**src/rtl/extbus_arbiter.sv**
```systemverilog
// +---------------------------------------------------------------------------+
// | extbus_arbiter : round-robin arbiter and byte-serial external bus driver  |
// | Rev 1.0                                                                   |
// +---------------------------------------------------------------------------+
`default_nettype none

module extbus_arbiter #(
  parameter int TURN = 1
) (
  input  logic        clk,
  input  logic        rst_n,
  input  logic        req0,
  input  logic        we0,
  input  logic [31:0] addr0,
  input  logic [31:0] wdata0,
  output logic        ack0,
  input  logic        req1,
  input  logic        we1,
  input  logic [31:0] addr1,
  input  logic [31:0] wdata1,
  output logic        ack1,
  output logic [31:0] rdata,
  output logic [7:0]  bus_out,
  output logic [7:0]  bus_dout,
  output logic [7:0]  bus_oe,
  input  logic [7:0]  bus_din,
  output logic        bus_strobe,
  output logic        busy
);

  typedef enum logic [2:0] {
    S_IDLE  = 3'd0,
    S_ADDR  = 3'd1,
    S_CTRL  = 3'd2,
    S_TURNW = 3'd3,
    S_DATA  = 3'd4,
    S_DONE  = 3'd5
  } state_t;

  localparam logic [1:0] TURN_LAST = (TURN == 0) ? 2'd0 : 2'(TURN - 1);

  state_t      state_q, state_d;
  logic [1:0]  cnt_q, cnt_d;
  logic        id_q, id_d;
  logic        we_q, we_d;
  logic        last_q, last_d;
  logic [31:0] addr_q, addr_d;
  logic [31:0] wdata_q, wdata_d;
  logic [31:0] rdata_q, rdata_d;
  logic [7:0]  bus_out_q, bus_out_d;
  logic [7:0]  bus_dout_q, bus_dout_d;
  logic [7:0]  bus_oe_q, bus_oe_d;
  logic        strobe_q, strobe_d;
  logic        busy_q, busy_d;
  logic        ack0_q, ack0_d;
  logic        ack1_q, ack1_d;
  logic        win;

  // On a tie the requester not served last wins; a lone request always wins.
  assign win = (req0 && req1) ? ~last_q : req1;

  always_comb begin
    state_d = state_q;
    cnt_d   = cnt_q;
    id_d    = id_q;
    we_d    = we_q;
    last_d  = last_q;
    addr_d  = addr_q;
    wdata_d = wdata_q;
    rdata_d = rdata_q;

    case (state_q)
      S_IDLE: begin
        if (req0 || req1) begin
          state_d = S_ADDR;
          cnt_d   = 2'd0;
          id_d    = win;
          we_d    = win ? we1 : we0;
          addr_d  = win ? addr1 : addr0;
          wdata_d = win ? wdata1 : wdata0;
        end
      end
      S_ADDR: begin
        cnt_d = cnt_q + 2'd1;
        if (cnt_q == 2'd3) state_d = S_CTRL;
      end
      S_CTRL: begin
        cnt_d   = 2'd0;
        state_d = (TURN == 0) ? S_DATA : S_TURNW;
      end
      S_TURNW: begin
        if (cnt_q == TURN_LAST) begin
          cnt_d   = 2'd0;
          state_d = S_DATA;
        end else begin
          cnt_d = cnt_q + 2'd1;
        end
      end
      S_DATA: begin
        if (!we_q) rdata_d[{cnt_q, 3'b000} +: 8] = bus_din;
        cnt_d = cnt_q + 2'd1;
        if (cnt_q == 2'd3) state_d = S_DONE;
      end
      S_DONE: begin
        state_d = S_IDLE;
        last_d  = id_q;
      end
      default: state_d = S_IDLE;
    endcase
  end

  // Outputs are decoded from next-state values so the registered pins line
  // up with the state they describe.
  always_comb begin
    bus_out_d  = 8'h00;
    bus_dout_d = 8'h00;
    bus_oe_d   = 8'h00;
    strobe_d   = 1'b0;
    ack0_d     = 1'b0;
    ack1_d     = 1'b0;
    busy_d     = (state_d != S_IDLE);

    case (state_d)
      S_ADDR: begin
        bus_out_d = addr_d[{cnt_d, 3'b000} +: 8];
        strobe_d  = (cnt_d == 2'd0);
      end
      S_CTRL: bus_out_d = {6'b000000, id_d, we_d};
      S_DATA: begin
        if (we_d) begin
          bus_dout_d = wdata_d[{cnt_d, 3'b000} +: 8];
          bus_oe_d   = 8'hFF;
        end
      end
      S_DONE: begin
        ack0_d = ~id_d;
        ack1_d = id_d;
      end
      default: ;
    endcase
  end

  always_ff @(posedge clk or negedge rst_n) begin
    if (!rst_n) begin
      state_q    <= S_IDLE;
      cnt_q      <= 2'd0;
      id_q       <= 1'b0;
      we_q       <= 1'b0;
      last_q     <= 1'b1;
      addr_q     <= 32'h0;
      wdata_q    <= 32'h0;
      rdata_q    <= 32'h0;
      bus_out_q  <= 8'h00;
      bus_dout_q <= 8'h00;
      bus_oe_q   <= 8'h00;
      strobe_q   <= 1'b0;
      busy_q     <= 1'b0;
      ack0_q     <= 1'b0;
      ack1_q     <= 1'b0;
    end else begin
      state_q    <= state_d;
      cnt_q      <= cnt_d;
      id_q       <= id_d;
      we_q       <= we_d;
      last_q     <= last_d;
      addr_q     <= addr_d;
      wdata_q    <= wdata_d;
      rdata_q    <= rdata_d;
      bus_out_q  <= bus_out_d;
      bus_dout_q <= bus_dout_d;
      bus_oe_q   <= bus_oe_d;
      strobe_q   <= strobe_d;
      busy_q     <= busy_d;
      ack0_q     <= ack0_d;
      ack1_q     <= ack1_d;
    end
  end

  assign ack0       = ack0_q;
  assign ack1       = ack1_q;
  assign rdata      = rdata_q;
  assign bus_out    = bus_out_q;
  assign bus_dout   = bus_dout_q;
  assign bus_oe     = bus_oe_q;
  assign bus_strobe = strobe_q;
  assign busy       = busy_q;

endmodule

`default_nettype wire
```
**config.mk**
```make
export PLATFORM = sky130hd
export DESIGN_NAME = extbus_arbiter
export DESIGN_NICKNAME = d
export VERILOG_FILES = /design/src/rtl/extbus_arbiter.sv
export SDC_FILE = /design/constraint.sdc
export NUM_CORES = 1
export LEC_CHECK = 0
export CELL_PAD_IN_SITES_DETAIL_PLACEMENT = 2
export CELL_PAD_IN_SITES_GLOBAL_PLACEMENT = 2
export CORE_MARGIN = 2
export CORE_UTILIZATION = 29
export DETAILED_ROUTE_END_ITERATION = 10
export PLACE_DENSITY_LB_ADDON = 0.1
export SYNTH_ARGS = -nofsm -noshare
export SYNTH_HDL_FRONTEND = slang
export SYNTH_SLANG_ARGS = --single-unit
```
**constraint.sdc**
```tcl
create_clock -name clk -period 4.5 [get_ports clk]
set_input_delay 0.9 -clock clk [delete_from_list [all_inputs] [get_ports clk]]
set_output_delay 0.9 -clock clk [all_outputs]
set_load 0.05 [all_outputs]
```
==> metrics.txt <==
first-pass GRT wire length 35.01 mm; Ports 202; CTS buffer count 17; multi-input logic area 2691 µm²; Final HPWL DP 16.79 mm; die area 22410 µm²; Vias/cell 4.910; cells after synthesis 645; Worst R2R Setup Slack 1.83 ns; # diodes 0; number of global-route vias before repair 6091; fill count 2241; Worst setup EP type register; gpl congestion 0.8386; Clock transition at path regs 0.06 ns; max cap viols 0; post-cts hold buffer count 0; share of cells above drive strength 1 0.1126; Iter 0 DRT Violations 244; slew margin rel. 0.2935; Worst R2R End bus_out[2]; area share of the largest cell type after synthesis 0.5040; DRC viols 0; Port Buffers 201; max incr delay on CP 0.70 ns; pwr dens 717.6 nW/µm²; Area Growth Syn to Fin 44.65%; Reg area 3129 µm²; Final Max Slew Viols 0; maximum clock rate 319.6 MHz; hold_sp rdata[15]; asr flop ratio synth 1.000; post-synth net total 793; fin cells 1110; Post-Syn Area 6157 µm²; Initial Utilization 0.2938; WL/cell 20.40 µm; Total GRT Usage 0.2087; DR pass1 iterations 4; hold crit path type reg2reg; Post-CTS Setup Bufs 0; Final Setup Violations 0; Hold Path End rdata[15]; CTS tree yes; post-cts resize count 0; CTS root buffer clkbuf_16; depth of the CTS H-tree 4; crit path cell chain clkdlybuf4s50_1 > a21bo_2 > buf_4 > nand2_1 > a31oi_1 > mux2i_1 > o22ai_1; core box area 20960 µm²; Finished Cell Area 8906 µm²; area leader, netlist dfrtp_1; reg2reg path depth 6; Synth cell types 46; Max clock buf depth 2; Crit Path Category in2reg; skew final 0.009927 ns; Setup WS post-layout 1.371 ns; LEAKAGE 3.665 nW; Post-Syn Area per Cell 9.546 µm²; Reg2Reg Launch Point state_q[2]; Placement Setup Slack 0.9173 ns; initial antenna violation count 0; chip height 149.7 µm; Synth Flop Type dfrtp_1; crit share post-route 0.6954; Seq/Total Area, Yosys 0.5082; overflow left after global routing 0; Startpoint Class primary input; via count 5450; Area contributors post-synth dfrtp_1 (50%), nand2_1 (12%), a31oi_2 (8.7%); antenna-violating nets left 0; critical path data required time 4.83 ns; largest net degree at the start of global routing 123; Critical Path AT 3.46 ns; YS warnings 0; final net count 970; top-count cell post-synth nand2_1; total routed wirelength 22.65 mm; Worst Tran Pin Value 1.057 ns; placed cell areas 8262 µm²; worst skew pair latency 0.42 ns; Core Rows 53; setup_tns 0 ns; FF+latch count, synth 125; die width 149.7 µm; WHS Path Cells 2; Critical Path Slowest Stage Cell clkdlybuf4s50_1; CTS Sinks 125; Final Critical Period 3.129 ns; RSZ-0062 raised after global routing false; hold slack 0.4755 ns; final hold vios 0; peak fanout along the critical path 34; placed insts 1078; VDD IR-drop max 0.3087 mV; Post-synth top cells nand2_1 (193), dfrtp_1 (124), nor2_1 (73); outcome complete, no violations; number of flops mapped to enable cells by yosys 0
## per-stage QoR
stage | util | total power [mW]
floorplan | - | 3.959
global placement | 0.3943 | 4.834
detailed placement | 0.3943 | 4.937
CTS | 0.4250 | 6.480
global route | 0.4250 | 6.777
finish | 0.4250 | 6.391
## cells in the final DEF (no fill, tap or decap), types with 2 or more instances in the layout
cell type / synthesis / routed
clkinv_2: 0 / 2
a31oi_1: 15 / 15
clkdlybuf4s50_1: 0 / 200
o22ai_1: 19 / 19
nand2_1: 193 / 193
nand2b_1: 3 / 3
nor3_1: 5 / 5
nor2_1: 73 / 73
buf_4: 17 / 6
inv_1: 4 / 4
clkbuf_16: 0 / 17
clkinvlp_4: 0 / 4
mux2i_1: 30 / 30
o21ai_0: 34 / 34
a21oi_1: 9 / 9
o221a_2: 4 / 4
or3_1: 4 / 4
ha_1: 6 / 6
a31oi_2: 43 / 43
nor3b_1: 3 / 3
clkbuf_8: 0 / 4
bufinv_16: 0 / 4
dfrtp_1: 124 / 124
nor4b_1: 2 / 2
## cells by family (layout without fill, tap and decap cells)
| logic type | count (synthesis) | in the layout | synth area share |
|---|---|---|---|
| adder cells (fa/ha/maj) | 6 | 6 | 0.01219 |
| buffers and inverters | 55 | 245 | 0.05649 |
| multiplexers | 31 | 31 | 0.05060 |
| flip-flops | 125 | 125 | 0.5082 |
| AO/OA/AOI/OAI | 135 | 135 | 0.1794 |
| AND/OR/NAND/NOR | 293 | 293 | 0.1931 |
## critical path: cells and delay by family
| kind | cells | cell delay, ns |
|---|---|---|
| and+or+nand+nor | 1 | 0.10 |
| buffers and inverters | 2 | 1.14 |
| muxes | 1 | 0.15 |
| AOI/OAI and AO/OA | 3 | 1.16 |
## sequential cells by signal, indices dropped and copies added (netlist names)
name / flops
ack0: 1
ack1: 1
addr_q: 32
bus_dout: 8
bus_oe: 1
bus_out: 8
bus_strobe: 1
busy: 1
cnt_q: 2
id_q: 1
last_q: 1
rdata: 32
state_q: 3
wdata_q: 32
we_q: 1
## worst max-delay path by stage
stage                     from  cells past startpoint     endpoint
after CTS                 req0                      7  bus_dout[2]
final                     req0                      7  bus_dout[2]
after floorplan           req0                      9  bus_dout[1]
after detailed placement  req0                      7  bus_dout[2]
after global routing      req0                      7  bus_dout[2]
after global placement    req0                      7  bus_dout[2]
## cell type report
type	instances	share of cell area
Sequential cell	125	0.3514
Multi-Input combinational cell	465	0.3022
Timing Repair Buffer	208	0.2334
Clock buffer	22	0.05437
Tap cell	275	0.03863
Clock inverter	10	0.01798
Inverter	5	0.002107
## power by group
part / switching [mW] / total, mW / leakage (nW) / internal (mW)
Clock: 0.526 / 1.51 / 0.304 / 0.984
Sequential: 0.236 / 1.82 / 1.37 / 1.58
Combinational: 1.94 / 3.06 / 1.99 / 1.12
Total: 2.70 / 6.39 / 3.66 / 3.69
## metal layers
layer	vias to the layer above	global-route usage	wire length [µm]
li1	2560	-	-
met1	2725	0.2552	9488
met2	143	0.3748	11770
met3	22	0.04024	1043
met4	0	0.05708	343
met5	-	0	0
No activity file was read; power rests on OpenSTA's default activity.
